### src/rtl/booth_result_bcd_if.sv
// booth_result_bcd_if
//   Groups the product handshake from the multiplier and the BCD result
//   presented to the readout stage.
//   mult_result : signed two's-complement product (2*WORD_LENGTH bits)
//   mult_ready  : multiplier ready level, 0->1 marks a new product
//   bcd         : packed BCD magnitude, digit 0 (units) in [3:0]
//   sign        : 1 = product negative
//   busy        : conversion in progress
//   done        : one-cycle pulse when bcd/sign update
//   master = product source / result consumer, slave = converter.
interface booth_result_bcd_if #(
    parameter int WORD_LENGTH = 16,
    parameter int DIGITS      = 10
);
    logic [2*WORD_LENGTH-1:0] mult_result;
    logic                     mult_ready;
    logic [4*DIGITS-1:0]      bcd;
    logic                     sign;
    logic                     busy;
    logic                     done;

    modport master (
        output mult_result, mult_ready,
        input  bcd, sign, busy, done
    );

    modport slave (
        input  mult_result, mult_ready,
        output bcd, sign, busy, done
    );
endinterface

### src/rtl/booth_result_bcd.sv
// booth_result_bcd
//   Captures the signed product on each rising edge of mult_ready and
//   converts its magnitude to packed BCD with a shift-add-3 loop, one bit
//   per clock. Latency is fixed at 2*WORD_LENGTH+1 edges from trigger to done.
//   clk : system clock, rising edge
//   rst : synchronous active-low reset
//   bus : booth_result_bcd_if slave (mult_result/mult_ready in,
//         bcd/sign/busy/done out, all outputs registered)
module booth_result_bcd #(
    parameter int WORD_LENGTH = 16,
    parameter int DIGITS      = 10
) (
    input logic                clk,
    input logic                rst,
    booth_result_bcd_if.slave  bus
);
    localparam int PW = 2 * WORD_LENGTH;
    localparam int BW = 4 * DIGITS;
    localparam int CW = (PW > 2) ? $clog2(PW) : 1;

    typedef enum logic {IDLE, CONV} state_t;

    state_t          state_q, state_d;
    logic            ready_q;
    logic [PW-1:0]   mag_q, mag_d;
    logic [BW-1:0]   scr_q, scr_d;
    logic [BW-1:0]   scr_adj;
    logic [BW-1:0]   scr_shift;
    logic [CW-1:0]   cnt_q, cnt_d;
    logic            sign_pend_q, sign_pend_d;
    logic [BW-1:0]   bcd_q, bcd_d;
    logic            sign_q, sign_d;
    logic            busy_q, busy_d;
    logic            done_q, done_d;
    logic            trigger;

    assign trigger = bus.mult_ready & ~ready_q;

    // Add-3 correction on every digit that would overflow past 9 when doubled.
    always_comb begin
        scr_adj = scr_q;
        for (int unsigned d = 0; d < DIGITS; d++) begin
            if (scr_q[4*d +: 4] >= 4'd5) begin
                scr_adj[4*d +: 4] = scr_q[4*d +: 4] + 4'd3;
            end
        end
        scr_shift = {scr_adj[BW-2:0], mag_q[PW-1]};
    end

    always_comb begin
        state_d     = state_q;
        mag_d       = mag_q;
        scr_d       = scr_q;
        cnt_d       = cnt_q;
        sign_pend_d = sign_pend_q;
        bcd_d       = bcd_q;
        sign_d      = sign_q;
        busy_d      = busy_q;
        done_d      = 1'b0;
        unique case (state_q)
            IDLE: begin
                if (trigger) begin
                    // Most-negative value wraps back onto itself; read as unsigned it is correct.
                    mag_d       = bus.mult_result[PW-1] ? (~bus.mult_result + PW'(1))
                                                         : bus.mult_result;
                    sign_pend_d = bus.mult_result[PW-1];
                    scr_d       = '0;
                    cnt_d       = '0;
                    busy_d      = 1'b1;
                    state_d     = CONV;
                end
            end
            CONV: begin
                scr_d = scr_shift;
                mag_d = {mag_q[PW-2:0], 1'b0};
                cnt_d = cnt_q + CW'(1);
                if (cnt_q == CW'(PW - 1)) begin
                    bcd_d   = scr_shift;
                    sign_d  = sign_pend_q;
                    done_d  = 1'b1;
                    busy_d  = 1'b0;
                    state_d = IDLE;
                end
            end
            default: state_d = IDLE;
        endcase
    end

    always_ff @(posedge clk) begin
        if (!rst) begin
            state_q     <= IDLE;
            ready_q     <= 1'b1;   // a level held through reset release must not trigger
            mag_q       <= '0;
            scr_q       <= '0;
            cnt_q       <= '0;
            sign_pend_q <= 1'b0;
            bcd_q       <= '0;
            sign_q      <= 1'b0;
            busy_q      <= 1'b0;
            done_q      <= 1'b0;
        end else begin
            state_q     <= state_d;
            ready_q     <= bus.mult_ready;
            mag_q       <= mag_d;
            scr_q       <= scr_d;
            cnt_q       <= cnt_d;
            sign_pend_q <= sign_pend_d;
            bcd_q       <= bcd_d;
            sign_q      <= sign_d;
            busy_q      <= busy_d;
            done_q      <= done_d;
        end
    end

    assign bus.bcd  = bcd_q;
    assign bus.sign = sign_q;
    assign bus.busy = busy_q;
    assign bus.done = done_q;
endmodule

### src/flat_wrapper.sv
// flat-port wrapper written by rule: the top's interface ports become plain ports
module booth_result_bcd_flat 
#(
    parameter int WORD_LENGTH = 16,
    parameter int DIGITS      = 10
)
  (clk, rst, bus_mult_result, bus_mult_ready, bus_bcd, bus_sign, bus_busy, bus_done);
  booth_result_bcd_if #(.WORD_LENGTH(WORD_LENGTH), .DIGITS(DIGITS)) bus_i ();
  input logic clk;
  input logic rst;
  input wire logic [$bits(bus_i.mult_result)-1:0] bus_mult_result;
  input wire logic [$bits(bus_i.mult_ready)-1:0] bus_mult_ready;
  output wire logic [$bits(bus_i.bcd)-1:0] bus_bcd;
  output wire logic [$bits(bus_i.sign)-1:0] bus_sign;
  output wire logic [$bits(bus_i.busy)-1:0] bus_busy;
  output wire logic [$bits(bus_i.done)-1:0] bus_done;
  assign bus_i.mult_result = bus_mult_result;
  assign bus_i.mult_ready = bus_mult_ready;
  assign bus_bcd = bus_i.bcd;
  assign bus_sign = bus_i.sign;
  assign bus_busy = bus_i.busy;
  assign bus_done = bus_i.done;
  booth_result_bcd #(.WORD_LENGTH(WORD_LENGTH), .DIGITS(DIGITS)) u_core (.clk(clk), .rst(rst), .bus(bus_i));
endmodule
### config.mk
export PLATFORM = sky130hd
export DESIGN_NAME = booth_result_bcd_flat
export DESIGN_NICKNAME = d
export VERILOG_FILES = /design/src/rtl/booth_result_bcd_if.sv /design/src/rtl/booth_result_bcd.sv /design/src/flat_wrapper.sv
export SDC_FILE = /design/constraint.sdc
export NUM_CORES = 1
export LEC_CHECK = 0
export CAP_MARGIN = 10
export CELL_PAD_IN_SITES_DETAIL_PLACEMENT = 1
export CELL_PAD_IN_SITES_GLOBAL_PLACEMENT = 1
export CORE_UTILIZATION = 42
export DETAILED_ROUTE_END_ITERATION = 7
export GPL_ROUTABILITY_DRIVEN = 0
export PLACE_DENSITY = 0.84
export SYNTH_ARGS = -nofsm -noshare
export SYNTH_HDL_FRONTEND = slang
export SYNTH_SLANG_ARGS = --single-unit
### constraint.sdc
create_clock -name clk -period 3.4 [get_ports clk]
set_input_delay 0.68 -clock clk [delete_from_list [all_inputs] [get_ports clk]]
set_output_delay 0.68 -clock clk [all_outputs]
set_load 0.01 [all_outputs]
## Word level (Yosys, flattened, before mapping)

Cells that the tools add are included.

- $add $sub $neg: 12
- Magnitude comparators: 10
- Equal/unequal tests: 3
- Muxes and demuxes: 24
- Bitwise logic cells: 4
- Reduce and logical (&&, ||, !) cells: 4

Operators by type and width:

| kind | number |
|---|---|
| case mux 40 bit (2 select lines) | 1 |
| 2-to-1 mux 32 bit | 2 |
| case mux 32 bit (2 select lines) | 1 |
| greater-or-equal comparator 4 x 3 -> 1 bit, second input constant | 10 |
| 2-to-1 mux 40 bit | 1 |
| adder 4 x 2 -> 4 bit, second input constant | 9 |
| 2-to-1 mux 4 bit | 9 |
| adder 32 x 1 -> 32 bit, second input constant | 1 |
| inverter 32 bit | 1 |
| case mux 5 bit (2 select lines) | 1 |
| AND reduction 2 bit | 4 |
| adder 5 x 1 -> 5 bit, second input constant | 1 |
| == test 5 bit, second input constant | 1 |
| 2-to-1 mux 1 bit | 5 |
| 2-to-1 mux 5 bit | 1 |
| case mux 1 bit (2 select lines) | 2 |
| adder 3 x 2 -> 3 bit, second input constant | 1 |
| 2-to-1 mux 3 bit | 1 |
| != test 2 x 1 -> 1 bit, second input constant | 1 |
| != test 2 bit, second input constant | 1 |
| inverter 1 bit | 2 |
| AND 1 bit | 1 |

- Bits in registers: 123
- Input bits: 35

## Logic depth before layout (Yosys ltp)

Gate-level depths: netlist (run 1).

- Word-level depth: 5
- Depth in mapped cells: 9
- Mapped depth without buffers: 7

## Least setup slack after synthesis (run 1)

OpenSTA, ideal clock, no wires.

- Path type: input -> register
- Start: input port bus_mult_result[0]
- End: register u_core.mag_q[30]
- Setup time: 125 ps
- Arrival time: 2537 ps
- Setup slack: 738 ps
- Stages: 8
- Cells stage by stage: inv_1 > ha_1 > or3b_2 > or4_4 > buf_6 > o41ai_2 > xor2_1 > o21ai_1

- Longest elaborated chain between the ends: 5

Ends and longest elaborated chain:

| what | line | text |
|---|---|---|
| start, declared | flat_wrapper.sv:11 | `input wire logic [$bits(bus_i.mult_result)-1:0] bus_mult_result;` |
| inverter 32 bit | booth_result_bcd.sv:64 | `mag_d = bus.mult_result[PW-1] ? (~bus.mult_result + PW'(1))` |
| adder 32 x 1 -> 32 bit | booth_result_bcd.sv:64 |  |
| 2-to-1 mux 32 bit | booth_result_bcd.sv:64 |  |
| 2-to-1 mux 32 bit | booth_result_bcd.sv:62 | `if (trigger) begin` |
| case mux 32 bit (2 select lines) | booth_result_bcd.sv:60 | `unique case (state_q)` |
| end signal, assigned | booth_result_bcd.sv:104 | `mag_q <= mag_d;` |
| end, declared | booth_result_bcd.sv:25 | `logic [PW-1:0] mag_q, mag_d;` |

No other way between the ends. The select of a mux whose other input is x is not followed.
A chain may end at the register's enable or synchronous reset.

## Worst setup path in the final report (run 1)

- Start: input port bus_mult_result[1]
- End: register u_core.mag_q[28]

The elaborated chain is that of the path after synthesis.

==> results of run 1 <==
==> cell usage in the layout, fill, tap and decap left out, types with 15 or more instances in the layout <==
cell	instances
xnor2_1	18
nor3_1	17
nand2_1	99
ha_1	23
a22oi_1	17
and2_1	18
buf_4	15
clkbuf_16	17
nand3_1	22
mux2i_1	15
dfxtp_1	122
clkdlybuf4s50_1	76
o21ai_0	102
xor2_1	16
nor2b_1	25
a21oi_1	37
nor3b_1	21
a22o_1	19
inv_1	25
==> power breakdown <==
part | total, uW | switching [uW] | internal (uW)
combinational | 244 | 144 | 100
sequential | 1480 | 17.7 | 1460
clock | 1970 | 663 | 1310
==> worst min-delay path: cells and delay by family, from the launching register on <==
family             cells  cell delay (ns)
and+or+nand+nor        1             0.05
AOI/OAI and AO/OA      1             0.05
DFF                    1             0.32
==> path summary, 6_finish.rpt <==
path / depth (start not counted) / slack [ns] / end
worst min register to register: 2 / 0.45 / u_core.bus.bcd[19]$_SDFFE_PN0P_
worst max register to register: 6 / 0.70 / u_core.bus.bcd[13]$_SDFFE_PN0P_
worst max-delay path: 8 / 0.55 / u_core.mag_q[28]$_SDFFE_PN0P_
worst min-delay path: 2 / 0.45 / u_core.bus.bcd[19]$_SDFFE_PN0P_
==> routing by layer <==
metal / track usage (%) / wire (um) / up-vias
li1: - / - / 2778
met1: 27.62 / 7627 / 2736
met2: 42.47 / 8577 / 128
met3: 4.212 / 548 / 28
met4: 9.747 / 358 / 0
met5: 0 / 0 / -
==> per-stage QoR <==
step           cells  setup slack, ns
2_1_floorplan    753           0.7378
3_3_place_gp     983           0.1868
3_5_place_dp     983           0.1034
4_1_cts         1015           0.5520
5_1_grt         1015           0.4493
6_report        1015           0.5473
==> cells by family (layout without fill, tap and decap cells) <==
group                    count (synthesis)  count (layout)
AND/OR/NAND/NOR                        255             255
XOR/XNOR                                34              34
flip-flops                             123             123
buffers and inverters                   73             151
AO/OA/AOI/OAI                          226             226
adder cells (fa/ha/maj)                 23              23
multiplexers                            19              19
==> registers in the layout, summed over array words and instances, names as in the netlist <==
name,cells
u_core.bus.bcd,40
u_core.bus.busy,1
u_core.scr_q,40
u_core.bus.sign,1
u_core.state_q,1
u_core.cnt_q,5
u_core.mag_q,32
u_core.ready_q,1
u_core.sign_pend_q,1
u_core.bus.done,1
==> cell type report <==
type,instances,area [um2]
clock buffers,19,442.9
clock inverters,13,197.7
fillers,1723,6714
inverters,27,101.3
multi-input cells,557,3506
flip-flops and latches,123,2464
well taps,184,230.2
repair buffers,92,878.3
==> reports/metrics.cfg, run 1 <==
[run_status]
status = finished clean

[clock_tree]
cts_resized = 0
h-tree-depth = 4
hold_buffers = 0
cts_tree = done
clk_path_buf_depth = 2
numClockSinks = 123
cts.clk_slew.worst_paths_ns = 0.05
cts_setup_buffers = 0
clockRootBuffer = clkbuf_16
cts_made_buffers = 17
clock_latency_ns = 0.42

[grt]
grt_pass1_wl_um = 28200
grt_use_total_pct = 23.67
grt_max_degree = 44
grt_overflow = 0
grt_pass1_vias = 5883
antenna_found_initial = 0

[worst_setup_path]
slowest_delay_ns = 0.59
cp_top_family = simple AND/OR/NAND/NOR gates
start_kind = input pin
crit_path_start = bus_mult_result[1]
crit_buf_inv = 2
critPathKind = in2reg
cp_data_required_time_ns = 3.68
worstPathCellList = clkdlybuf4s50_1 > inv_1 > ha_1 > or3b_2 > or4_4 > o41ai_1 > xor2_1 > o21ai_0
end_kind = register
arrival_ns = 3.13
slowest_stage = or4_4
r2r-start = u_core.state_q$_SDFF_PN0_
cp_max_fo = 11

[logic_synthesis]
synth_cell_types = 51
synth-xor-area-share_pct = 4.767
yosys.area_share.adder_pct = 4.606
synthTopCellsByCount = 123 x dfxtp_1, 102 x o21ai_0, 99 x nand2_1, 39 x clkbuf_1, 37 x a21oi_1
syn-num-nets = 811
synth_ff_type = dfxtp_1
synth_area_leaders = dfxtp_1 39%, o21ai_0 8.2%, nand2_1 5.9%
synth-compound-area-share_pct = 22.37
yosysMostFrequentCell = dfxtp_1
synthCells = 753
synth_mux_area_share_pct = 3.124
ys_seq_elements = 123
avgSynthCellArea_um2 = 8.296
synth-simple-area-share_pct = 21.21
synth_top_family_by_area = compound AO/OA/AOI/OAI gates
synth-edff-count = 0
syn_area_um2 = 6247
ys_seq_area_share_pct = 39.42
yosysTopAreaCell = dfxtp_1
yosysWarningCount = 0
synth_top_cell_area_share_pct = 39.42
synthArstFlopShare_pct = 0

[placed_design]
placed_cell_area_um2 = 7179
hpwl_um = 11740
numPortBuffers = 77

[sta]
fin_crit_sh_pct = 83.90
maxSlewHeadroom_pct = 34.64
setup_violations = 0
hold_viol = 0
worst_pin_slew_ns = 0.9805
fin_tns_setup_ns = 0
fin_skew_ns = 0.007430
fin_crit_ns = 2.853
slew_violations = 0
hold-worst-slack_ns = 0.4517
fmax_mhz = 350.5
rsz0062_at_grt = no

[routing]
firstDrtPassIters = 4
totalWireLength_um = 17110
vias_per_cell = 5.586
drt.antenna.violating_nets = 0
drtIter0Drc = 298
avgRoutedWirePerCell_um = 16.86
drc = 0
vias = 5670

[floorplanning]
coreArea_um2 = 14530
ios = 78
die-area_um2 = 15370
rows = 44
start_util_pct = 42.98
die_w_um = 124.0
dieHeight_um = 124.0

[hold_path]
hold_path.startpoint = u_core.bus.bcd[19]$_SDFFE_PN0P_
hp-class = reg2reg

[layout]
drive_gt1_share_pct = 7.822
syn_to_final_growth_pct = 25.18
num-nets-final = 876
final_core_util_pct = 53.81
final_area_um2 = 7820
diodes = 0

[power]
p_leak_uw = 0.002706
p_total_uw = 3698
power_density_nw_per_um2 = 472.9
ir_drop_mv = 0.3679

[job]
maxCapViolations = 0

No activity file was read; power rests on OpenSTA's default activity.
==> inputs of run 2 (changes only) <==
Clock period 3.4 ns to 2.9 ns, I/O delays scaled along.
==> reports/metrics.cfg, run 2 (synthesis results as in run 1) <==
[clock_tree]
cts.clk_slew.worst_paths_ns = 0.05
clock_latency_ns = 0.42
h-tree-depth = 4
clockRootBuffer = clkbuf_16
cts_made_buffers = 17
numClockSinks = 123
clk_path_buf_depth = 2
cts_tree = done

[worst_setup_path]
arrival_ns = 3.08
start_kind = input pin
endpoint = u_core.mag_q[20]$_SDFFE_PN0P_
cp_max_fo = 7
worstPathCellList = clkdlybuf4s50_1 > inv_1 > ha_1 > or3b_2 > or4_4 > buf_4 > o31ai_1 > xor2_1 > o21ai_0
slowest_stage = or4_4
crit_path_start = bus_mult_result[0]
cp_data_required_time_ns = 3.21
slowest_delay_ns = 0.56
r2r_cells = 6
cp_top_family = simple AND/OR/NAND/NOR gates
cp.depth = 9
worstReg2RegEnd = u_core.bus.bcd[13]$_SDFFE_PN0P_
critPathKind = in2reg
end_kind = register
crit_buf_inv = 3
r2r_slack_ns = 0.64
r2r-start = u_core.cnt_q[0]$_SDFFE_PN0P_

[placed_design]
numPortBuffers = 77
hpwl_um = 12630
dpl.cell_count = 1000

[floorplanning]
rows = 44
coreArea_um2 = 14530
start_util_pct = 42.98
die-area_um2 = 15370
die_w_um = 124.0
dieHeight_um = 124.0
ios = 78

[grt]
grt_pass1_vias = 5993
grt_max_degree = 52
grt_overflow = 0
grt_pass1_wl_um = 29140
grt_use_total_pct = 24.53
antenna_found_initial = 0

[routing]
totalWireLength_um = 17880
drtIter0Drc = 390
firstDrtPassIters = 5
avgRoutedWirePerCell_um = 17.34
vias = 5824
drc = 0
vias_per_cell = 5.649
drt.antenna.violating_nets = 0

[sta]
worst_pin_slew_ns = 0.7292
slew_violations = 0
rsz0062_at_grt = no
fin_tns_setup_ns = 0
fin_crit_ns = 2.773
fin_crit_sh_pct = 95.62
hold_viol = 0
setup_violations = 0
fmax_mhz = 360.6
fin_skew_ns = 0.005176
maxSlewHeadroom_pct = 51.09

[layout]
drive_gt1_share_pct = 9.209
fin_cells = 1031
layout_commonest_cell = dfxtp_1
multi_input_area_um2 = 3513
final_cell_mix = 122 x dfxtp_1, 102 x o21ai_0, 99 x nand2_1, 76 x clkdlybuf4s50_1, 37 x a21oi_1
syn_to_final_growth_pct = 27.12
fill_cells = 1730
num-nets-final = 893
diodes = 0
seq_area_um2 = 2464

[run_status]
status = finished clean

[power]
power_density_nw_per_um2 = 539.2
ir_drop_mv = 0.4930
p_leak_uw = 0.002784

[hold_path]
hp-class = reg2reg

[job]
maxCapViolations = 0

[run 2: cell count changes in the layout (fill, tap and decap cells not counted)]
| cell | previous run | this run |
|---|---|---|
| buf_12 | 0 | 1 |
| o41ai_1 | 5 | 4 |
| clkinvlp_4 | 3 | 0 |
| buf_4 | 15 | 31 |
| clkbuf_8 | 1 | 0 |
| o41ai_2 | 2 | 3 |
| clkinv_2 | 5 | 4 |
| clkbuf_1 | 1 | 5 |
[run 2: repair_timing]
item	in CTS	in global routing
buffers inserted	0	0
hold buffers	0	0
resized for setup	0	1
endpoints found under the setup margin	0	1
[run 2: layout make-up]
class	count	area share, %
multi-input combinational	557	44.24
tap	184	2.899
timing repair buffer	109	12.82
inverter	27	1.276
clock buffer	22	5.593
clock inverter	9	2.143
sequential	123	31.02
[run 2: metrics by stage]
stage	cell area (um2)	hold slack (ns)	utilization, %	worst slack, ns	total power (uW)
2_1_floorplan	6247	0.4361	-	0.3378	1928
3_3_place_gp	7320	0.4355	50.36	-0.1311	2059
3_5_place_dp	7320	0.4457	50.36	-0.2936	2074
4_1_cts	7934	0.4580	54.59	0.1415	4313
5_1_grt	7941	0.4800	54.64	0.02252	4409
6_report	7941	0.4559	54.64	0.1272	4282
[run 2: power by group]
part | total [uW] | switching, uW | internal [uW]
clock network | 2240 | 728 | 1510
registers | 1730 | 15.4 | 1720
logic | 310 | 180 | 131
[run 2: how the worst min path moves through the flow]
stage / cells past startpoint / slack (ns) / startpoint / end
5_1_grt: 2 / 0.48 / u_core.bus.bcd[10]$_SDFFE_PN0P_ / u_core.bus.bcd[10]$_SDFFE_PN0P_
2_1_floorplan: 1 / 0.44 / u_core.sign_pend_q$_SDFFE_PN0P_ / u_core.bus.sign$_SDFFE_PN0P_
3_3_place_gp: 2 / 0.44 / u_core.bus.bcd[11]$_SDFFE_PN0P_ / u_core.bus.bcd[11]$_SDFFE_PN0P_
6_report: 2 / 0.46 / u_core.bus.bcd[10]$_SDFFE_PN0P_ / u_core.bus.bcd[10]$_SDFFE_PN0P_
4_1_cts: 2 / 0.46 / u_core.bus.bcd[27]$_SDFFE_PN0P_ / u_core.bus.bcd[27]$_SDFFE_PN0P_
3_5_place_dp: 2 / 0.45 / u_core.bus.bcd[27]$_SDFFE_PN0P_ / u_core.bus.bcd[27]$_SDFFE_PN0P_
[run 2: routing by layer]
metal	up-vias	part of all wire [%]	global-route usage, %	wire (um)
met4	0	2.1	11.09	369
li1	2811	-	-	-
met1	2835	42	27.77	7569
met3	27	3.4	3.663	611
met2	151	52	45.14	9328
met5	-	0	0	0
[run 2: worst reg2reg max path: stages (launching register included)]
cell and delay, ns:
dfxtp_1 0.34, ha_1 0.24, and3_1 0.21, ha_1 0.22, nand3_1 0.12, clkinv_1 0.59
a22o_1 0.43
==> inputs of run 3 (changes only) <==
Settings changed: CTS_CLUSTER_SIZE from default to 8.
==> results of run 3 <==
No change in the layout: final DEF, timing and power equal those of run 2.
